<file path="src/rtl/cl_axi_reg_slice_if.sv">
// AXI beat structs and the bus interface; modport names give the side the attached block
// faces (master = toward the AXI master, slave = toward the AXI slave).
package cl_axi_reg_slice_pkg;
  localparam int ADDR_W = 32;
  localparam int ID_W   = 4;
  localparam int DATA_W = 32;
  localparam int STRB_W = DATA_W / 8;
  localparam int LEN_W  = 8;
  localparam int SIZE_W = 3;

  typedef struct packed {
    logic [ADDR_W-1:0] addr;
    logic [ID_W-1:0]   id;
    logic [LEN_W-1:0]  len;
    logic [SIZE_W-1:0] size;
  } ax_t;

  typedef struct packed {
    logic [ID_W-1:0]   id;
    logic [DATA_W-1:0] data;
    logic [STRB_W-1:0] strb;
    logic              last;
  } w_t;

  typedef struct packed {
    logic [ID_W-1:0] id;
    logic [1:0]      resp;
  } b_t;

  typedef struct packed {
    logic [ID_W-1:0]   id;
    logic [DATA_W-1:0] data;
    logic [1:0]        resp;
    logic              last;
  } r_t;
endpackage

interface axi_bus_t;
  import cl_axi_reg_slice_pkg::*;

  logic              awvalid, awready;
  logic [ADDR_W-1:0] awaddr;
  logic [ID_W-1:0]   awid;
  logic [LEN_W-1:0]  awlen;
  logic [SIZE_W-1:0] awsize;

  logic              wvalid, wready;
  logic [ID_W-1:0]   wid;
  logic [DATA_W-1:0] wdata;
  logic [STRB_W-1:0] wstrb;
  logic              wlast;

  logic              bvalid, bready;
  logic [ID_W-1:0]   bid;
  logic [1:0]        bresp;

  logic              arvalid, arready;
  logic [ADDR_W-1:0] araddr;
  logic [ID_W-1:0]   arid;
  logic [LEN_W-1:0]  arlen;
  logic [SIZE_W-1:0] arsize;

  logic              rvalid, rready;
  logic [ID_W-1:0]   rid;
  logic [DATA_W-1:0] rdata;
  logic [1:0]        rresp;
  logic              rlast;

  modport master (
    input  awvalid, awaddr, awid, awlen, awsize, output awready,
    input  wvalid, wid, wdata, wstrb, wlast,     output wready,
    output bvalid, bid, bresp,                   input  bready,
    input  arvalid, araddr, arid, arlen, arsize, output arready,
    output rvalid, rid, rdata, rresp, rlast,     input  rready
  );

  modport slave (
    output awvalid, awaddr, awid, awlen, awsize, input  awready,
    output wvalid, wid, wdata, wstrb, wlast,     input  wready,
    input  bvalid, bid, bresp,                   output bready,
    output arvalid, araddr, arid, arlen, arsize, input  arready,
    input  rvalid, rid, rdata, rresp, rlast,     output rready
  );
endinterface

</file>
<file path="src/rtl/cl_axi_reg_slice.sv">
// Five-channel AXI register slice: each enabled channel is a 2-entry skid buffer, 1-cycle
// latency, full throughput; producer ready is a flop, so backpressure lands one beat late.
module cl_axi_skid #(
  parameter int W = 8
) (
  input  logic         clk,
  input  logic         rst_n,
  input  logic         in_vld_i,
  output logic         in_rdy_o,
  input  logic [W-1:0] in_dat_i,
  output logic         out_vld_o,
  input  logic         out_rdy_i,
  output logic [W-1:0] out_dat_o
);
  typedef enum logic [1:0] {EMPTY, ONE, FULL} state_e;

  state_e       state_q, state_d;
  logic         rdy_q, rdy_d;
  logic [W-1:0] main_q, main_d;
  logic [W-1:0] skid_q, skid_d;
  logic         in_hs, out_hs;

  assign in_hs     = in_vld_i & rdy_q;
  assign out_hs    = (state_q != EMPTY) & out_rdy_i;
  assign in_rdy_o  = rdy_q;
  assign out_vld_o = (state_q != EMPTY);
  assign out_dat_o = main_q;

  always_comb begin
    state_d = state_q;
    main_d  = main_q;
    skid_d  = skid_q;
    case (state_q)
      EMPTY: begin
        if (in_hs) begin
          state_d = ONE;
          main_d  = in_dat_i;
        end
      end
      ONE: begin
        if (in_hs && !out_hs) begin
          state_d = FULL;
          skid_d  = in_dat_i;
        end else if (out_hs && !in_hs) begin
          state_d = EMPTY;
        end else if (in_hs && out_hs) begin
          main_d  = in_dat_i;
        end
      end
      FULL: begin
        // ready is low here, so only the consumer side can move
        if (out_hs) begin
          state_d = ONE;
          main_d  = skid_q;
        end
      end
      default: state_d = EMPTY;
    endcase
    rdy_d = (state_d != FULL);
  end

  always_ff @(posedge clk or negedge rst_n) begin
    if (!rst_n) begin
      state_q <= EMPTY;
      rdy_q   <= 1'b0;
    end else begin
      state_q <= state_d;
      rdy_q   <= rdy_d;
    end
  end

  always_ff @(posedge clk) begin
    main_q <= main_d;
    skid_q <= skid_d;
  end
endmodule

module cl_axi_reg_slice
  import cl_axi_reg_slice_pkg::*;
#(
  parameter bit AW_EN = 1'b1,
  parameter bit W_EN  = 1'b1,
  parameter bit B_EN  = 1'b1,
  parameter bit AR_EN = 1'b1,
  parameter bit R_EN  = 1'b1
) (
  input logic      clk,
  input logic      rst_n,
  axi_bus_t.master s_axi_bus,
  axi_bus_t.slave  m_axi_bus
);
  ax_t aw_in, aw_out, ar_in, ar_out;
  w_t  w_in, w_out;
  b_t  b_in, b_out;
  r_t  r_in, r_out;

  assign aw_in = {s_axi_bus.awaddr, s_axi_bus.awid, s_axi_bus.awlen, s_axi_bus.awsize};
  assign w_in  = {s_axi_bus.wid, s_axi_bus.wdata, s_axi_bus.wstrb, s_axi_bus.wlast};
  assign b_in  = {m_axi_bus.bid, m_axi_bus.bresp};
  assign ar_in = {s_axi_bus.araddr, s_axi_bus.arid, s_axi_bus.arlen, s_axi_bus.arsize};
  assign r_in  = {m_axi_bus.rid, m_axi_bus.rdata, m_axi_bus.rresp, m_axi_bus.rlast};

  assign {m_axi_bus.awaddr, m_axi_bus.awid, m_axi_bus.awlen, m_axi_bus.awsize} = aw_out;
  assign {m_axi_bus.wid, m_axi_bus.wdata, m_axi_bus.wstrb, m_axi_bus.wlast}    = w_out;
  assign {s_axi_bus.bid, s_axi_bus.bresp}                                      = b_out;
  assign {m_axi_bus.araddr, m_axi_bus.arid, m_axi_bus.arlen, m_axi_bus.arsize} = ar_out;
  assign {s_axi_bus.rid, s_axi_bus.rdata, s_axi_bus.rresp, s_axi_bus.rlast}    = r_out;

  generate
    if (AW_EN) begin : g_aw
      cl_axi_skid #(.W($bits(ax_t))) u_skid (
        .clk(clk), .rst_n(rst_n),
        .in_vld_i(s_axi_bus.awvalid), .in_rdy_o(s_axi_bus.awready), .in_dat_i(aw_in),
        .out_vld_o(m_axi_bus.awvalid), .out_rdy_i(m_axi_bus.awready), .out_dat_o(aw_out)
      );
    end else begin : g_aw_byp
      assign aw_out            = aw_in;
      assign m_axi_bus.awvalid = s_axi_bus.awvalid;
      assign s_axi_bus.awready = m_axi_bus.awready;
    end

    if (W_EN) begin : g_w
      cl_axi_skid #(.W($bits(w_t))) u_skid (
        .clk(clk), .rst_n(rst_n),
        .in_vld_i(s_axi_bus.wvalid), .in_rdy_o(s_axi_bus.wready), .in_dat_i(w_in),
        .out_vld_o(m_axi_bus.wvalid), .out_rdy_i(m_axi_bus.wready), .out_dat_o(w_out)
      );
    end else begin : g_w_byp
      assign w_out            = w_in;
      assign m_axi_bus.wvalid = s_axi_bus.wvalid;
      assign s_axi_bus.wready = m_axi_bus.wready;
    end

    // B and R flow slave-to-master, so the producer sits on m_axi_bus
    if (B_EN) begin : g_b
      cl_axi_skid #(.W($bits(b_t))) u_skid (
        .clk(clk), .rst_n(rst_n),
        .in_vld_i(m_axi_bus.bvalid), .in_rdy_o(m_axi_bus.bready), .in_dat_i(b_in),
        .out_vld_o(s_axi_bus.bvalid), .out_rdy_i(s_axi_bus.bready), .out_dat_o(b_out)
      );
    end else begin : g_b_byp
      assign b_out            = b_in;
      assign s_axi_bus.bvalid = m_axi_bus.bvalid;
      assign m_axi_bus.bready = s_axi_bus.bready;
    end

    if (AR_EN) begin : g_ar
      cl_axi_skid #(.W($bits(ax_t))) u_skid (
        .clk(clk), .rst_n(rst_n),
        .in_vld_i(s_axi_bus.arvalid), .in_rdy_o(s_axi_bus.arready), .in_dat_i(ar_in),
        .out_vld_o(m_axi_bus.arvalid), .out_rdy_i(m_axi_bus.arready), .out_dat_o(ar_out)
      );
    end else begin : g_ar_byp
      assign ar_out            = ar_in;
      assign m_axi_bus.arvalid = s_axi_bus.arvalid;
      assign s_axi_bus.arready = m_axi_bus.arready;
    end

    if (R_EN) begin : g_r
      cl_axi_skid #(.W($bits(r_t))) u_skid (
        .clk(clk), .rst_n(rst_n),
        .in_vld_i(m_axi_bus.rvalid), .in_rdy_o(m_axi_bus.rready), .in_dat_i(r_in),
        .out_vld_o(s_axi_bus.rvalid), .out_rdy_i(s_axi_bus.rready), .out_dat_o(r_out)
      );
    end else begin : g_r_byp
      assign r_out            = r_in;
      assign s_axi_bus.rvalid = m_axi_bus.rvalid;
      assign m_axi_bus.rready = s_axi_bus.rready;
    end
  endgenerate
endmodule

</file>
<file path="src/flat_wrapper.sv">
// flat-port wrapper written by rule: the top's interface ports become plain ports
module cl_axi_reg_slice_flat import cl_axi_reg_slice_pkg::*;
#(
  parameter bit AW_EN = 1'b1,
  parameter bit W_EN  = 1'b1,
  parameter bit B_EN  = 1'b1,
  parameter bit AR_EN = 1'b1,
  parameter bit R_EN  = 1'b1
)
  (clk, rst_n, s_axi_bus_awvalid, s_axi_bus_awaddr, s_axi_bus_awid, s_axi_bus_awlen, s_axi_bus_awsize, s_axi_bus_awready, s_axi_bus_wvalid, s_axi_bus_wid, s_axi_bus_wdata, s_axi_bus_wstrb, s_axi_bus_wlast, s_axi_bus_wready, s_axi_bus_bvalid, s_axi_bus_bid, s_axi_bus_bresp, s_axi_bus_bready, s_axi_bus_arvalid, s_axi_bus_araddr, s_axi_bus_arid, s_axi_bus_arlen, s_axi_bus_arsize, s_axi_bus_arready, s_axi_bus_rvalid, s_axi_bus_rid, s_axi_bus_rdata, s_axi_bus_rresp, s_axi_bus_rlast, s_axi_bus_rready, m_axi_bus_awvalid, m_axi_bus_awaddr, m_axi_bus_awid, m_axi_bus_awlen, m_axi_bus_awsize, m_axi_bus_awready, m_axi_bus_wvalid, m_axi_bus_wid, m_axi_bus_wdata, m_axi_bus_wstrb, m_axi_bus_wlast, m_axi_bus_wready, m_axi_bus_bvalid, m_axi_bus_bid, m_axi_bus_bresp, m_axi_bus_bready, m_axi_bus_arvalid, m_axi_bus_araddr, m_axi_bus_arid, m_axi_bus_arlen, m_axi_bus_arsize, m_axi_bus_arready, m_axi_bus_rvalid, m_axi_bus_rid, m_axi_bus_rdata, m_axi_bus_rresp, m_axi_bus_rlast, m_axi_bus_rready);
  axi_bus_t s_axi_bus_i ();
  axi_bus_t m_axi_bus_i ();
  input logic clk;
  input logic rst_n;
  input wire logic [$bits(s_axi_bus_i.awvalid)-1:0] s_axi_bus_awvalid;
  input wire logic [$bits(s_axi_bus_i.awaddr)-1:0] s_axi_bus_awaddr;
  input wire logic [$bits(s_axi_bus_i.awid)-1:0] s_axi_bus_awid;
  input wire logic [$bits(s_axi_bus_i.awlen)-1:0] s_axi_bus_awlen;
  input wire logic [$bits(s_axi_bus_i.awsize)-1:0] s_axi_bus_awsize;
  output wire logic [$bits(s_axi_bus_i.awready)-1:0] s_axi_bus_awready;
  input wire logic [$bits(s_axi_bus_i.wvalid)-1:0] s_axi_bus_wvalid;
  input wire logic [$bits(s_axi_bus_i.wid)-1:0] s_axi_bus_wid;
  input wire logic [$bits(s_axi_bus_i.wdata)-1:0] s_axi_bus_wdata;
  input wire logic [$bits(s_axi_bus_i.wstrb)-1:0] s_axi_bus_wstrb;
  input wire logic [$bits(s_axi_bus_i.wlast)-1:0] s_axi_bus_wlast;
  output wire logic [$bits(s_axi_bus_i.wready)-1:0] s_axi_bus_wready;
  output wire logic [$bits(s_axi_bus_i.bvalid)-1:0] s_axi_bus_bvalid;
  output wire logic [$bits(s_axi_bus_i.bid)-1:0] s_axi_bus_bid;
  output wire logic [$bits(s_axi_bus_i.bresp)-1:0] s_axi_bus_bresp;
  input wire logic [$bits(s_axi_bus_i.bready)-1:0] s_axi_bus_bready;
  input wire logic [$bits(s_axi_bus_i.arvalid)-1:0] s_axi_bus_arvalid;
  input wire logic [$bits(s_axi_bus_i.araddr)-1:0] s_axi_bus_araddr;
  input wire logic [$bits(s_axi_bus_i.arid)-1:0] s_axi_bus_arid;
  input wire logic [$bits(s_axi_bus_i.arlen)-1:0] s_axi_bus_arlen;
  input wire logic [$bits(s_axi_bus_i.arsize)-1:0] s_axi_bus_arsize;
  output wire logic [$bits(s_axi_bus_i.arready)-1:0] s_axi_bus_arready;
  output wire logic [$bits(s_axi_bus_i.rvalid)-1:0] s_axi_bus_rvalid;
  output wire logic [$bits(s_axi_bus_i.rid)-1:0] s_axi_bus_rid;
  output wire logic [$bits(s_axi_bus_i.rdata)-1:0] s_axi_bus_rdata;
  output wire logic [$bits(s_axi_bus_i.rresp)-1:0] s_axi_bus_rresp;
  output wire logic [$bits(s_axi_bus_i.rlast)-1:0] s_axi_bus_rlast;
  input wire logic [$bits(s_axi_bus_i.rready)-1:0] s_axi_bus_rready;
  output wire logic [$bits(m_axi_bus_i.awvalid)-1:0] m_axi_bus_awvalid;
  output wire logic [$bits(m_axi_bus_i.awaddr)-1:0] m_axi_bus_awaddr;
  output wire logic [$bits(m_axi_bus_i.awid)-1:0] m_axi_bus_awid;
  output wire logic [$bits(m_axi_bus_i.awlen)-1:0] m_axi_bus_awlen;
  output wire logic [$bits(m_axi_bus_i.awsize)-1:0] m_axi_bus_awsize;
  input wire logic [$bits(m_axi_bus_i.awready)-1:0] m_axi_bus_awready;
  output wire logic [$bits(m_axi_bus_i.wvalid)-1:0] m_axi_bus_wvalid;
  output wire logic [$bits(m_axi_bus_i.wid)-1:0] m_axi_bus_wid;
  output wire logic [$bits(m_axi_bus_i.wdata)-1:0] m_axi_bus_wdata;
  output wire logic [$bits(m_axi_bus_i.wstrb)-1:0] m_axi_bus_wstrb;
  output wire logic [$bits(m_axi_bus_i.wlast)-1:0] m_axi_bus_wlast;
  input wire logic [$bits(m_axi_bus_i.wready)-1:0] m_axi_bus_wready;
  input wire logic [$bits(m_axi_bus_i.bvalid)-1:0] m_axi_bus_bvalid;
  input wire logic [$bits(m_axi_bus_i.bid)-1:0] m_axi_bus_bid;
  input wire logic [$bits(m_axi_bus_i.bresp)-1:0] m_axi_bus_bresp;
  output wire logic [$bits(m_axi_bus_i.bready)-1:0] m_axi_bus_bready;
  output wire logic [$bits(m_axi_bus_i.arvalid)-1:0] m_axi_bus_arvalid;
  output wire logic [$bits(m_axi_bus_i.araddr)-1:0] m_axi_bus_araddr;
  output wire logic [$bits(m_axi_bus_i.arid)-1:0] m_axi_bus_arid;
  output wire logic [$bits(m_axi_bus_i.arlen)-1:0] m_axi_bus_arlen;
  output wire logic [$bits(m_axi_bus_i.arsize)-1:0] m_axi_bus_arsize;
  input wire logic [$bits(m_axi_bus_i.arready)-1:0] m_axi_bus_arready;
  input wire logic [$bits(m_axi_bus_i.rvalid)-1:0] m_axi_bus_rvalid;
  input wire logic [$bits(m_axi_bus_i.rid)-1:0] m_axi_bus_rid;
  input wire logic [$bits(m_axi_bus_i.rdata)-1:0] m_axi_bus_rdata;
  input wire logic [$bits(m_axi_bus_i.rresp)-1:0] m_axi_bus_rresp;
  input wire logic [$bits(m_axi_bus_i.rlast)-1:0] m_axi_bus_rlast;
  output wire logic [$bits(m_axi_bus_i.rready)-1:0] m_axi_bus_rready;
  assign s_axi_bus_i.awvalid = s_axi_bus_awvalid;
  assign s_axi_bus_i.awaddr = s_axi_bus_awaddr;
  assign s_axi_bus_i.awid = s_axi_bus_awid;
  assign s_axi_bus_i.awlen = s_axi_bus_awlen;
  assign s_axi_bus_i.awsize = s_axi_bus_awsize;
  assign s_axi_bus_awready = s_axi_bus_i.awready;
  assign s_axi_bus_i.wvalid = s_axi_bus_wvalid;
  assign s_axi_bus_i.wid = s_axi_bus_wid;
  assign s_axi_bus_i.wdata = s_axi_bus_wdata;
  assign s_axi_bus_i.wstrb = s_axi_bus_wstrb;
  assign s_axi_bus_i.wlast = s_axi_bus_wlast;
  assign s_axi_bus_wready = s_axi_bus_i.wready;
  assign s_axi_bus_bvalid = s_axi_bus_i.bvalid;
  assign s_axi_bus_bid = s_axi_bus_i.bid;
  assign s_axi_bus_bresp = s_axi_bus_i.bresp;
  assign s_axi_bus_i.bready = s_axi_bus_bready;
  assign s_axi_bus_i.arvalid = s_axi_bus_arvalid;
  assign s_axi_bus_i.araddr = s_axi_bus_araddr;
  assign s_axi_bus_i.arid = s_axi_bus_arid;
  assign s_axi_bus_i.arlen = s_axi_bus_arlen;
  assign s_axi_bus_i.arsize = s_axi_bus_arsize;
  assign s_axi_bus_arready = s_axi_bus_i.arready;
  assign s_axi_bus_rvalid = s_axi_bus_i.rvalid;
  assign s_axi_bus_rid = s_axi_bus_i.rid;
  assign s_axi_bus_rdata = s_axi_bus_i.rdata;
  assign s_axi_bus_rresp = s_axi_bus_i.rresp;
  assign s_axi_bus_rlast = s_axi_bus_i.rlast;
  assign s_axi_bus_i.rready = s_axi_bus_rready;
  assign m_axi_bus_awvalid = m_axi_bus_i.awvalid;
  assign m_axi_bus_awaddr = m_axi_bus_i.awaddr;
  assign m_axi_bus_awid = m_axi_bus_i.awid;
  assign m_axi_bus_awlen = m_axi_bus_i.awlen;
  assign m_axi_bus_awsize = m_axi_bus_i.awsize;
  assign m_axi_bus_i.awready = m_axi_bus_awready;
  assign m_axi_bus_wvalid = m_axi_bus_i.wvalid;
  assign m_axi_bus_wid = m_axi_bus_i.wid;
  assign m_axi_bus_wdata = m_axi_bus_i.wdata;
  assign m_axi_bus_wstrb = m_axi_bus_i.wstrb;
  assign m_axi_bus_wlast = m_axi_bus_i.wlast;
  assign m_axi_bus_i.wready = m_axi_bus_wready;
  assign m_axi_bus_i.bvalid = m_axi_bus_bvalid;
  assign m_axi_bus_i.bid = m_axi_bus_bid;
  assign m_axi_bus_i.bresp = m_axi_bus_bresp;
  assign m_axi_bus_bready = m_axi_bus_i.bready;
  assign m_axi_bus_arvalid = m_axi_bus_i.arvalid;
  assign m_axi_bus_araddr = m_axi_bus_i.araddr;
  assign m_axi_bus_arid = m_axi_bus_i.arid;
  assign m_axi_bus_arlen = m_axi_bus_i.arlen;
  assign m_axi_bus_arsize = m_axi_bus_i.arsize;
  assign m_axi_bus_i.arready = m_axi_bus_arready;
  assign m_axi_bus_i.rvalid = m_axi_bus_rvalid;
  assign m_axi_bus_i.rid = m_axi_bus_rid;
  assign m_axi_bus_i.rdata = m_axi_bus_rdata;
  assign m_axi_bus_i.rresp = m_axi_bus_rresp;
  assign m_axi_bus_i.rlast = m_axi_bus_rlast;
  assign m_axi_bus_rready = m_axi_bus_i.rready;
  cl_axi_reg_slice #(.AW_EN(AW_EN), .W_EN(W_EN), .B_EN(B_EN), .AR_EN(AR_EN), .R_EN(R_EN)) u_core (.clk(clk), .rst_n(rst_n), .s_axi_bus(s_axi_bus_i), .m_axi_bus(m_axi_bus_i));
endmodule
</file>
<file path="config.mk">
export PLATFORM = sky130hd
export DESIGN_NAME = cl_axi_reg_slice_flat
export DESIGN_NICKNAME = d
export VERILOG_FILES = /design/src/rtl/cl_axi_reg_slice_if.sv /design/src/rtl/cl_axi_reg_slice.sv /design/src/flat_wrapper.sv
export SDC_FILE = /design/constraint.sdc
export NUM_CORES = 1
export LEC_CHECK = 0
export ABC_AREA = 1
export CAP_MARGIN = 25
export CORE_UTILIZATION = 48
export DETAILED_ROUTE_END_ITERATION = 8
export PLACE_DENSITY = 0.85
export SYNTH_ARGS = -nofsm -noshare
export SYNTH_HDL_FRONTEND = slang
export SYNTH_HIERARCHICAL = 1
export SYNTH_SLANG_ARGS = --single-unit
</file>
<file path="constraint.sdc">
create_clock -name clk -period 5.6 [get_ports clk]
set_input_delay 1.12 -clock clk [delete_from_list [all_inputs] [get_ports clk]]
set_output_delay 1.12 -clock clk [all_outputs]
set_load 0.005 [all_outputs]
</file>
**Yosys cells after proc, flatten, opt, wreduce, memory -nomap -nowiden**

Index checks and enable logic that the tools add are counted.

- Flip-flop bits (word level): 375
- Output and inout port bits: 190
- Logic and storage cells: 175

- Eq/ne operators: 40
- Muxes and demuxes: 55
- Bitwise operators: 10
- Reductions and logical operators: 50

Operator list:

| cell | number |
|---|---|
| $mux 47 | 10 |
| $pmux 47 s3 | 2 |
| $mux 41 | 5 |
| $mux 39 | 5 |
| $pmux 41 s3 | 1 |
| $pmux 39 s3 | 1 |
| $ne 2x2->1 const B | 30 |
| $mux 2 | 20 |
| $mux 6 | 5 |
| $pmux 2 s3 | 5 |
| $reduce_and 6->1 | 5 |
| $pmux 6 s3 | 1 |
| $logic_and 1x1->1 | 15 |
| $reduce_bool 3->1 | 5 |
| $and 1x1->1 | 10 |
| $eq 2x1->1 const B | 5 |
| $eq 2x2->1 const B | 5 |
| $logic_not 1->1 | 10 |
| $logic_not 2->1 | 5 |
| $reduce_and 2->1 | 5 |
| $reduce_bool 2->1 | 5 |

**Logic depth before layout (Yosys ltp)**

Gate-level depths: netlist of run 1.

- Word-level depth: 7
- Mapped depth: 7

**Modules after synthesis**

The synthesis of run 1 kept the hierarchy.

Modules (own cells, without submodules):

| module | instances | cells each | area an instance (sq um) |
|---|---|---|---|
| cl_axi_skid at u_core.g_ar.u_skid | 1 | 273 | 3682.3 |
| cl_axi_skid at u_core.g_aw.u_skid | 1 | 269 | 3585.9 |
| cl_axi_skid at u_core.g_w.u_skid | 1 | 240 | 3226.8 |
| cl_axi_skid at u_core.g_r.u_skid | 1 | 227 | 3001.6 |
| cl_axi_skid at u_core.g_b.u_skid | 1 | 53 | 623.1 |

**Worst setup path after synthesis of run 1**

OpenSTA, ideal clock, no wires.

- Path type: input to register
- From: in s_axi_bus_arvalid
- To: reg u_core.g_ar.u_skid.skid_q[0] (enable)
- Arrival time: 4444 ps
- Path slack: 646 ps
- Cell stages on the path: 2
- Cell sequence: nand3_1 -> nor3_1

- Word-level cells in the longest chain between the ends: 3

Ends and longest elaborated chain:

| element | line | RTL |
|---|---|---|
| start, declared | flat_wrapper.sv:31 | `input wire logic [$bits(s_axi_bus_i.arvalid)-1:0] s_axi_bus_arvalid;` |
| $and 1x1->1 | cl_axi_reg_slice.sv:23 | `assign in_hs = in_vld_i & rdy_q;` |
| $logic_and 1x1->1 | cl_axi_reg_slice.sv:41 | `if (in_hs && !out_hs) begin` |
| $reduce_and 2->1 (no source line) | n/a |  |
| end signal, assigned | cl_axi_reg_slice.sv:74 | `skid_q <= skid_d;` |
| end, declared | cl_axi_reg_slice.sv:20 | `logic [W-1:0] skid_q, skid_d;` |

Every way passes these cells.
A chain may end at the register's enable or synchronous reset.

**Worst setup path after layout of run 1**

- From: reg u_core.g_w.u_skid.state_q[1]
- To: out m_axi_bus_wvalid

- Word-level cells in the longest chain between the ends: 1

Ends and longest elaborated chain:

| element | line | RTL |
|---|---|---|
| start, declared | cl_axi_reg_slice.sv:17 | `state_e state_q, state_d;` |
| start signal, assigned | cl_axi_reg_slice.sv:67 | `state_q <= state_d;` |
| $reduce_bool 2->1 | cl_axi_reg_slice.sv:26 | `assign out_vld_o = (state_q != EMPTY);` |
| end, declared | flat_wrapper.sv:49 | `output wire logic [$bits(m_axi_bus_i.wvalid)-1:0] m_axi_bus_wvalid;` |

Every way passes these cells.

==> results of run 1 <==
layer usage:
layer  GRT usage, %  part of all wire (%)  up-vias
li1               -                     -     4422
met1          26.30                    36     4486
met2          38.05                    51      511
met3          5.504                   8.9       77
met4          9.550                   3.5        0
met5              0                     0        -
per-stage QoR:
stage	utilization (%)	power, mW	std cells	hold slack (ns)	setup slack [ns]
after detailed placement	62.92	6.207	1787	0.5032	2.301
after floorplan	-	5.011	1062	0.4943	0.6465
after global placement	62.92	6.117	1787	0.4981	2.359
after CTS	66.91	8.576	1854	0.5154	2.163
final	67.17	8.541	1860	0.5137	2.143
after global routing	67.17	8.911	1860	0.5376	2.045
tightest hold or removal path, stage by stage (launching register included):
cell	delay, ns
edfxtp_1	0.31
nand2_1	0.05
nand2_1	0.05
cell families (layout without fill, tap and decap cells):
group / Yosys count / count (layout) / share of synthesized area (%)
other cells: 0 / 3 / 0
buf+inv: 77 / 488 / 3.208
simple gates: 603 / 603 / 17.32
flops: 375 / 375 / 79.22
compound gates: 7 / 7 / 0.2481
flip-flops by register name (all words and copies together) (netlist names), 6 cells and up:
name                          flops
u_core/g_ar.u_skid/out_dat_o     47
u_core/g_ar.u_skid/skid_q        47
u_core/g_aw.u_skid/out_dat_o     47
u_core/g_aw.u_skid/skid_q        47
u_core/g_b.u_skid/out_dat_o       6
u_core/g_b.u_skid/skid_q          6
u_core/g_r.u_skid/out_dat_o      39
u_core/g_r.u_skid/skid_q         39
u_core/g_w.u_skid/out_dat_o      41
u_core/g_w.u_skid/skid_q         41
cells in the final DEF (no fill, tap or decap), drive strengths merged:
cell / count
nand4: 4
nand2: 484
clkdlybuf4s50: 381
nand3: 101
nor2: 11
inv: 30
clkinvlp: 1
buf: 11
clkinv: 12
dfrtp: 15
bufinv: 2
a21oi: 4
diode: 3
nor3: 3
clkbuf: 51
edfxtp: 360
o21ai: 3
worst paths after layout:
check / endpoint / cells after the start / slack [ns]
worst min register to register: u_core/g_aw.u_skid/out_dat_o[20] / 2 / 0.51
min in group asynchronous: u_core/g_aw.u_skid/state_q[0] / 1 / 0.83
worst min-delay path: u_core/g_aw.u_skid/out_dat_o[20] / 2 / 0.51
max in group asynchronous: u_core/g_ar.u_skid/state_q[1] / 2 / 4.37
worst max-delay path: m_axi_bus_wvalid / 4 / 2.14
worst max register to register: u_core/g_ar.u_skid/out_dat_o[25] / 5 / 2.32
where the power goes:
group          internal [mW]  switching, mW  total (mW)  leakage, nW
combinational          0.988           1.08        2.07         3.40
sequential              3.85          0.262        4.11         3.53
clock                   1.37          0.983        2.35        0.561
area by class of cell:
cell class	count	area, um2	share of cell area [%]
Multi-Input combinational cell	610	2506	12.93
Tap cell	384	480.5	2.479
Antenna cell	3	7.507	0.03873
Timing Repair Buffer	392	3941	20.33
Inverter	29	111.4	0.5745
Clock buffer	51	1021	5.267
Sequential cell	375	11190	57.71
Clock inverter	16	128.9	0.6649
==> results_tabular.tex, run 1 <==
\begin{tabular}{lr}
\hline
Metric & Value \\
\hline
\multicolumn{2}{l}{\textbf{Setup path}} \\
Crit path max-delay family & buffers and inverters \\
Critical path endpoint category & primary output \\
Worst Path Class, Setup & flop to primary output \\
Largest stage delay, worst path & 0.66 ns \\
WP data arrival & 2.34 ns \\
Worst EP required & 4.48 ns \\
Chain of cells forming the critical path & buf\_4 > nor2\_1 > inv\_1 > clkdlybuf4s50\_1 \\
Crit path max fanout & 30 \\
Worst path slowest cell & dfrtp\_1 \\
First element of the critical path & u\_core/g\_w.u\_skid/state\_q[1] \\
Setup crit start kind & flop \\
Startpoint of the lowest-slack register-to-register path & u\_core/g\_ar.u\_skid/state\_q[0] \\
CP bufs+invs & 3 \\
\multicolumn{2}{l}{\textbf{STA}} \\
Clock skew after layout & 0.01954 ns \\
Peak Freq & 289.3 MHz \\
Number of setup violations in the final report & 0 \\
Number of endpoints with negative hold slack in the final report & 0 \\
Slew at the pin closest to its max-slew limit & 1.009 ns \\
Setup repair after global routing missed its margin & false \\
Period minus WS final & 3.457 ns \\
Worst slew margin relative to its limit & 32.66\% \\
Number of pins with negative max-slew slack in the final report & 0 \\
Ratio of final minimum period to clock period & 61.73\% \\
Post-Route Setup TNS & 0 ns \\
\multicolumn{2}{l}{\textbf{Detailed routing}} \\
Via density & 5.105 \\
DRC violation count after routing & 0 \\
DRT Wirelength & 33640 um \\
Pre-Repair DR Iteration Count & 5 \\
Antenna Nets Post-Route & 0 \\
Number of vias after detailed routing & 9496 \\
Per-cell routed wire length & 18.08 um \\
Number of DRC markers after the initial detailed-route iteration & 827 \\
\multicolumn{2}{l}{\textbf{GRT}} \\
Largest net degree at the start of global routing & 52 \\
Total global routing track utilization & 22.07\% \\
Number of antenna violations at the first check in global routing & 3 \\
Wire length of the first global-routing pass & 51250 um \\
Global route overflow & 0 \\
Vias in the first global route & 9516 \\
\multicolumn{2}{l}{\textbf{Flow run}} \\
Max-capacitance violation count & 0 \\
\multicolumn{2}{l}{\textbf{Min path}} \\
Hold path startpoint & u\_core/g\_aw.u\_skid/skid\_q[20] \\
Type of the most critical hold path & flop to flop \\
\multicolumn{2}{l}{\textbf{Placed design}} \\
Post-place instance area & 0.01816 mm2 \\
Post-detail-place hpwl & 22560 um \\
Final weighted congestion in routability-driven placement & 0.8272 \\
Number of port buffers & 381 \\
\multicolumn{2}{l}{\textbf{Power and ir drop}} \\
Cell area power density & 440.6 mW/mm2 \\
Static Leak & 7.498 nW \\
Max IR drop VDD & 0.0002531 V \\
\multicolumn{2}{l}{\textbf{Synth}} \\
Synthesized area per cell & 13.30 um2 \\
Post-synthesis sequential element count & 375 \\
Post-Syn Area & 0.01412 mm2 \\
Synth Flop Type & edfxtp\_1 \\
Async set-or-reset flop fraction in the synthesized netlist & 4.000\% \\
Post-synthesis cell type with the largest combined area & edfxtp\_1 \\
Yosys warning count & 6 \\
Mapped Nets & 1254 \\
Area fraction of the dominant cell type after synthesis & 76.56\% \\
Most instantiated library cell after synthesis & nand2\_1 \\
Cells taking the most area after synthesis & edfxtp\_1 (77\%), nand2\_1 (13\%), nand3\_1 (3.5\%) \\
Gate Count Post-Synth & 1062 \\
Sequential-to-total area share from yosys stat & 79.22\% \\
Top cells by count, synth & nand2\_1 (481), edfxtp\_1 (360), nand3\_1 (100) \\
Number of enable-type register cells in the synthesized netlist & 360 \\
Library cells used by synthesis & 22 \\
\multicolumn{2}{l}{\textbf{Floorplanning}} \\
Width of the die & 173.5 um \\
I/O pin count & 382 \\
Area of the placeable core & 0.02886 mm2 \\
Number of placement rows & 62 \\
Die area & 0.03011 mm2 \\
Vertical die dimension & 173.5 um \\
Initial Utilization & 48.93\% \\
\multicolumn{2}{l}{\textbf{Finish}} \\
Area Growth Syn to Fin & 37.28\% \\
Ratio of cells with drive above 1 in the final layout & 5.567\% \\
Design Area, Final & 0.01938 mm2 \\
Filler cell count in the final layout & 1951 \\
Final-stage net count & 1638 \\
\multicolumn{2}{l}{\textbf{Outcome}} \\
Status & completed \\
\multicolumn{2}{l}{\textbf{Clocking}} \\
Clock tree sinks & 375 \\
Post-CTS Setup Repair Bufs & 0 \\
Cells resized by post-CTS repair & 0 \\
Latest clock arrival within the worst-skew pair & 0.51 ns \\
CTS root buf & clkbuf\_16 \\
Worst-path clk slew & 0.06 ns \\
Clock buffers created by TritonCTS & 38 \\
Number of buffers between clock root and the deepest sink & 3 \\
CTS tree & yes \\
Count of H-tree levels built during CTS & 2 \\
Number of hold-repair buffers added at the cts stage & 0 \\
\hline
\end{tabular}
Note: power is estimated with default switching activity, not from simulation.
==> run 2: changes to the inputs <==
==> constraint.sdc (replaced) <==
create_clock -name clk -period 3.3 [get_ports clk]
set_input_delay 0.66 -clock clk [delete_from_list [all_inputs] [get_ports clk]]
set_output_delay 0.66 -clock clk [all_outputs]
set_load 0.005 [all_outputs]
==> run 2 against run 1 <==
Against the previous run: register-to-register slack got worse by 1.3 ns; total power increased by 72%; final cell count increased by 0.22%; largest power group unchanged; highest routed layer is now met5; non-clock buffer count increased by 5; cell area increased by 0.28%; critical endpoint unchanged; combinational power increased by 78%.
==> results_tabular.tex, run 2 (same netlist as run 1, synthesis figures left out) <==
\begin{tabular}{lr}
\hline
Metric & Value \\
\hline
\multicolumn{2}{l}{\textbf{Floorplanning}} \\
Area of the placeable core & 0.02886 mm2 \\
Initial Utilization & 48.93\% \\
Vertical die dimension & 173.5 um \\
Width of the die & 173.5 um \\
Number of placement rows & 62 \\
I/O pin count & 382 \\
Die area & 0.03011 mm2 \\
\multicolumn{2}{l}{\textbf{GRT}} \\
Vias in the first global route & 9767 \\
Global route overflow & 0 \\
Largest net degree at the start of global routing & 50 \\
Total global routing track utilization & 23.27\% \\
Wire length of the first global-routing pass & 53510 um \\
Number of antenna violations at the first check in global routing & 1 \\
\multicolumn{2}{l}{\textbf{Clocking}} \\
Clock tree sinks & 375 \\
Latest clock arrival within the worst-skew pair & 0.52 ns \\
Clock buffers created by TritonCTS & 39 \\
Worst-path clk slew & 0.06 ns \\
Count of H-tree levels built during CTS & 2 \\
Number of hold-repair buffers added at the cts stage & 0 \\
CTS tree & yes \\
Cells resized by post-CTS repair & 0 \\
Post-CTS Setup Repair Bufs & 0 \\
CTS root buf & clkbuf\_16 \\
Number of buffers between clock root and the deepest sink & 3 \\
\multicolumn{2}{l}{\textbf{STA}} \\
Post-Route Setup TNS & 0 ns \\
Ratio of final minimum period to clock period & 79.37\% \\
Peak Freq & 381.8 MHz \\
Number of pins with negative max-slew slack in the final report & 0 \\
Setup repair after global routing missed its margin & false \\
Slew at the pin closest to its max-slew limit & 0.8686 ns \\
Worst slew margin relative to its limit & 42.01\% \\
Period minus WS final & 2.619 ns \\
Clock skew after layout & 0.01033 ns \\
Number of setup violations in the final report & 0 \\
Final hold slack & 0.4518 ns \\
Number of endpoints with negative hold slack in the final report & 0 \\
\multicolumn{2}{l}{\textbf{Detailed routing}} \\
Per-cell routed wire length & 19.06 um \\
Antenna Nets Post-Route & 0 \\
Number of DRC markers after the initial detailed-route iteration & 917 \\
Via density & 5.185 \\
DRT Wirelength & 35520 um \\
DR WL met2 & 17560 um \\
Met3 routed WL & 4126 um \\
Number of vias after detailed routing & 9664 \\
Top Metal Used & met5 \\
Pre-Repair DR Iteration Count & 6 \\
Post-route met1 wirelength & 12380 um \\
DRC violation count after routing & 0 \\
\multicolumn{2}{l}{\textbf{Power and ir drop}} \\
Cell area power density & 754.5 mW/mm2 \\
Final Power & 14.67 mW \\
Max IR drop VDD & 0.0004923 V \\
Static Leak & 7.528 nW \\
\multicolumn{2}{l}{\textbf{Finish}} \\
Area Growth Syn to Fin & 37.66\% \\
Filler cell count in the final layout & 1963 \\
Highest-count cells in the layout ignoring fill and taps & nand2\_1 (481), clkdlybuf4s50\_1 (381), edfxtp\_1 (360), nand3\_1 (100), clkbuf\_16 (39) \\
Most common cell after layout, fill and taps aside & nand2\_1 \\
Final-stage net count & 1644 \\
Design Area, Final & 0.01944 mm2 \\
Antenna cell count & 0 \\
Final Non-Filler Cells & 1864 \\
Ratio of cells with drive above 1 in the final layout & 5.811\% \\
\multicolumn{2}{l}{\textbf{Setup path}} \\
End of the worst register-to-register path & u\_core/g\_ar.u\_skid/out\_dat\_o[16] \\
Critical path endpoint category & primary output \\
Worst EP required & 2.64 ns \\
Startpoint of the lowest-slack register-to-register path & u\_core/g\_ar.u\_skid/state\_q[0] \\
R2r setup slk & 1.03 ns \\
R2R depth & 6 \\
Setup crit start kind & flop \\
Worst Path Class, Setup & flop to primary output \\
WP data arrival & 1.96 ns \\
Crit path max fanout & 14 \\
\multicolumn{2}{l}{\textbf{Placed design}} \\
Post-detail-place hpwl & 24060 um \\
Final weighted congestion in routability-driven placement & 0.8923 \\
Number of port buffers & 381 \\
Post-place instance area & 0.01826 mm2 \\
Cell count after placement & 1794 \\
\multicolumn{2}{l}{\textbf{Flow run}} \\
Max-capacitance violation count & 0 \\
\multicolumn{2}{l}{\textbf{Min path}} \\
Type of the most critical hold path & input pin to async pin \\
\multicolumn{2}{l}{\textbf{Outcome}} \\
Status & completed \\
\hline
\end{tabular}
run 2: cell count changes in the layout (fill, tap and decap cells not counted), sizes merged:
cell | before | now
clkbuf | 51 | 55
diode | 3 | 0
bufinv | 2 | 1
inv | 30 | 32
buf | 11 | 16
clkinv | 12 | 9
run 2: where the power goes:
part	internal, mW	total, mW	leakage (nW)	switching [mW]
registers	6.53	6.92	3.53	0.392
clock network	2.32	4.06	0.563	1.74
logic	1.71	3.68	3.43	1.97
total	10.6	14.7	7.53	4.10
run 2: layer usage:
metal  up-vias  global-route usage (%)
met2       573                   39.26
met3        88                   8.399
met4         2                   10.58
li1       4431                       -
met5         -                       0
met1      4570                   26.50
run 2: worst max-delay path, stage by stage (launching register included):
cell	delay, ns
dfrtp_1	0.68
nor2_1	0.14
inv_1	0.10
clkdlybuf4s50_1	0.52
run 2: stage by stage:
step | setup slack [ns] | utilization (%)
final | 0.6808 | 67.36
after global placement | 0.9214 | 63.28
after floorplan | 0.01859 | -
after global routing | 0.5675 | 67.36
after CTS | 0.6883 | 67.30
after detailed placement | 0.7903 | 63.28
run 2: layout make-up:
type | count | area, um2 | share of cell area [%]
sequential | 375 | 11190 | 57.55
inverter | 29 | 111.4 | 0.5729
tap | 384 | 480.5 | 2.472
timing repair buffer | 397 | 3979 | 20.47
clock inverter | 14 | 106.4 | 0.5472
clock buffer | 55 | 1056 | 5.433
multi-input combinational | 610 | 2519 | 12.96
run 2: worst max path at each step:
stage                                 start                               end  slack [ns]
4_1_cts        u_core/g_w.u_skid/state_q[1]                  m_axi_bus_wvalid        0.69
2_1_floorplan             s_axi_bus_awvalid      u_core/g_aw.u_skid/skid_q[0]        0.02
6_report       u_core/g_w.u_skid/state_q[1]                  m_axi_bus_wvalid        0.68
3_5_place_dp               s_axi_bus_rready   u_core/g_r.u_skid/out_dat_o[30]        0.79
5_1_grt        u_core/g_w.u_skid/state_q[1]                  m_axi_bus_wvalid        0.57
3_3_place_gp              s_axi_bus_arvalid  u_core/g_ar.u_skid/out_dat_o[10]        0.92
==> run 3: changes to the inputs <==
--- a/config.mk
+++ b/config.mk
@@ -7,9 +7,9 @@
 export LEC_CHECK = 0
 export ABC_AREA = 1
 export CAP_MARGIN = 25
-export CORE_UTILIZATION = 48
+export CORE_UTILIZATION = 44
 export DETAILED_ROUTE_END_ITERATION = 8
-export PLACE_DENSITY = 0.85
+export PLACE_DENSITY = 0.82
 export SYNTH_ARGS = -nofsm -noshare
 export SYNTH_HDL_FRONTEND = slang
 export SYNTH_HIERARCHICAL = 1
==> constraint.sdc (replaced) <==
create_clock -name clk -period 2.4 [get_ports clk]
set_input_delay 0.48 -clock clk [delete_from_list [all_inputs] [get_ports clk]]
set_output_delay 0.48 -clock clk [all_outputs]
set_load 0.005 [all_outputs]
==> run 3 against run 2 <==
Against the previous run: total power up 39%; die area up 9.0%; critical endpoint is now s_axi_bus_bvalid; clock-buffer cell count down 4; combinational power up 39%; hold slack worse by 0.12 ns.
==> results_tabular.tex, run 3 (same netlist as run 1, synthesis figures left out) <==
\begin{tabular}{lr}
\hline
Metric & Value \\
\hline
\multicolumn{2}{l}{\textbf{Power and ir drop}} \\
Internal power & 14.80 mW \\
Power share of the combinational group & 25.0\% \\
Static Leak & 7.609 nW \\
Switching part of the total & 27.37\% \\
Cell area power density & 1039 mW/mm2 \\
P\_sw & 5.578 mW \\
Reg power frac & 46.5\% \\
Max IR drop VDD & 0.0007115 V \\
Clock network fraction of design power & 28.5\% \\
\multicolumn{2}{l}{\textbf{Clocking}} \\
Number of buffers between clock root and the deepest sink & 3 \\
CTS root buf & clkbuf\_16 \\
Number of hold-repair buffers added at the cts stage & 0 \\
Worst-path clk slew & 0.06 ns \\
Count of H-tree levels built during CTS & 2 \\
Latest clock arrival within the worst-skew pair & 0.52 ns \\
Clock buffers created by TritonCTS & 40 \\
Post-CTS Setup Repair Bufs & 0 \\
Clock tree sinks & 375 \\
Cells resized by post-CTS repair & 0 \\
CTS tree & yes \\
\multicolumn{2}{l}{\textbf{Floorplanning}} \\
Area of the placeable core & 0.03156 mm2 \\
Initial Utilization & 44.75\% \\
Vertical die dimension & 181.1 um \\
Width of the die & 181.1 um \\
Number of placement rows & 65 \\
I/O pin count & 382 \\
Die area & 0.03281 mm2 \\
\multicolumn{2}{l}{\textbf{Setup path}} \\
CP bufs+invs & 2 \\
R2r setup slk & 0.64 ns \\
Chain of cells forming the critical path & nor2\_1 > inv\_1 > clkdlybuf4s50\_1 \\
Crit path max-delay family & flip-flops \\
Worst EP required & 1.92 ns \\
Critical path endpoint category & primary output \\
Crit path max fanout & 11 \\
R2R depth & 6 \\
End of the worst register-to-register path & u\_core/g\_w.u\_skid/out\_dat\_o[4] \\
Number of logic stages on the critical path including buffering & 3 \\
Startpoint of the lowest-slack register-to-register path & u\_core/g\_w.u\_skid/state\_q[1] \\
Setup crit end & s\_axi\_bus\_bvalid \\
First element of the critical path & u\_core/g\_b.u\_skid/state\_q[1] \\
WP data arrival & 1.76 ns \\
Worst path slowest cell & dfrtp\_1 \\
Largest stage delay, worst path & 0.59 ns \\
Setup crit start kind & flop \\
Worst Path Class, Setup & flop to primary output \\
\multicolumn{2}{l}{\textbf{Finish}} \\
Core utilization of the finished layout & 62.17\% \\
Final Non-Filler Cells & 1893 \\
Ratio of cells with drive above 1 in the final layout & 6.590\% \\
Final-stage net count & 1650 \\
Most common cell after layout, fill and taps aside & nand2\_1 \\
Highest-count cells in the layout ignoring fill and taps & nand2\_1 (481), clkdlybuf4s50\_1 (381), edfxtp\_1 (360), nand3\_1 (100), clkbuf\_16 (41) \\
Area Growth Syn to Fin & 38.95\% \\
Design Area, Final & 0.01962 mm2 \\
\multicolumn{2}{l}{\textbf{STA}} \\
Peak Freq & 446.2 MHz \\
Worst slew margin relative to its limit & 57.72\% \\
Slew at the pin closest to its max-slew limit & 0.6333 ns \\
Number of pins with negative max-slew slack in the final report & 0 \\
Final worst setup slack & 0.1588 ns \\
Period minus WS final & 2.241 ns \\
Post-Route Setup TNS & 0 ns \\
Setup repair after global routing missed its margin & false \\
Number of endpoints with negative hold slack in the final report & 0 \\
Clock skew after layout & 0.008630 ns \\
Number of setup violations in the final report & 0 \\
Ratio of final minimum period to clock period & 93.38\% \\
\multicolumn{2}{l}{\textbf{Detailed routing}} \\
DRT Wirelength & 34230 um \\
Via density & 4.966 \\
Antenna Nets Post-Route & 0 \\
Number of DRC markers after the initial detailed-route iteration & 682 \\
DRC violation count after routing & 0 \\
Number of vias after detailed routing & 9400 \\
Per-cell routed wire length & 18.08 um \\
Pre-Repair DR Iteration Count & 5 \\
\multicolumn{2}{l}{\textbf{GRT}} \\
Wire length of the first global-routing pass & 52760 um \\
Vias in the first global route & 9571 \\
Global route overflow & 0 \\
Number of antenna violations at the first check in global routing & 5 \\
Total global routing track utilization & 20.78\% \\
Largest net degree at the start of global routing & 48 \\
\multicolumn{2}{l}{\textbf{Placed design}} \\
Final weighted congestion in routability-driven placement & 0.8561 \\
Number of port buffers & 381 \\
Post-place instance area & 0.01837 mm2 \\
Worst slack after detailed placement & 0.3356 ns \\
Cell count after placement & 1818 \\
Post-detail-place hpwl & 23970 um \\
\multicolumn{2}{l}{\textbf{Flow run}} \\
Max-capacitance violation count & 0 \\
\multicolumn{2}{l}{\textbf{Min path}} \\
Type of the most critical hold path & input pin to async pin \\
\multicolumn{2}{l}{\textbf{Outcome}} \\
Status & completed \\
\hline
\end{tabular}
==> run 3: worst min path at each step <==
stage | startpoint | endpoint | slack (ns) | cells after the start
after floorplan | rst_n | u_core/g_ar.u_skid/in_rdy_o | 0.18 | 0
after CTS | rst_n | u_core/g_w.u_skid/in_rdy_o | 0.33 | 2
after global routing | rst_n | u_core/g_aw.u_skid/state_q[0] | 0.34 | 2
after detailed placement | u_core/g_r.u_skid/skid_q[16] | u_core/g_r.u_skid/out_dat_o[16] | 0.50 | 2
after global placement | u_core/g_r.u_skid/skid_q[21] | u_core/g_r.u_skid/out_dat_o[21] | 0.50 | 2
final | rst_n | u_core/g_aw.u_skid/state_q[1] | 0.34 | 2
==> run 3: power groups by stage <==
stage / Clock, mW / Sequential, mW / Combinational [mW]
finish: 5.80 / 9.48 / 5.10
detailed placement: 0 / 9.62 / 5.12
CTS: 5.96 / 9.50 / 5.14
floorplan: 0 / 9.62 / 2.08
global placement: 0 / 9.58 / 4.97
global route: 6.22 / 9.60 / 5.52
==> run 3: layout make-up <==
type	instances	area, um2
fillers	2367	11940
flip-flops and latches	375	11190
repair buffers	402	4046
multi-input cells	610	2519
clock buffers	51	1084
well taps	402	503.0
clock inverters	20	160.2
inverters	29	111.4
diodes	4	10.01
==> run 3: stage by stage <==
step           hold WS [ns]  power (mW)
2_1_floorplan        0.1844       11.70
6_report             0.3359       20.38
4_1_cts              0.3251       20.60
5_1_grt              0.3415       21.34
3_3_place_gp         0.4980       14.56
3_5_place_dp         0.5013       14.74
==> run 3: layer usage <==
layer | up-vias | global-route usage (%) | share of wire [%]
met1 | 4428 | 25.09 | 38
met4 | 2 | 7.186 | 2.8
met2 | 435 | 34.69 | 49
li1 | 4464 | - | -
met5 | - | 0 | 0.038
met3 | 71 | 7.136 | 9.9
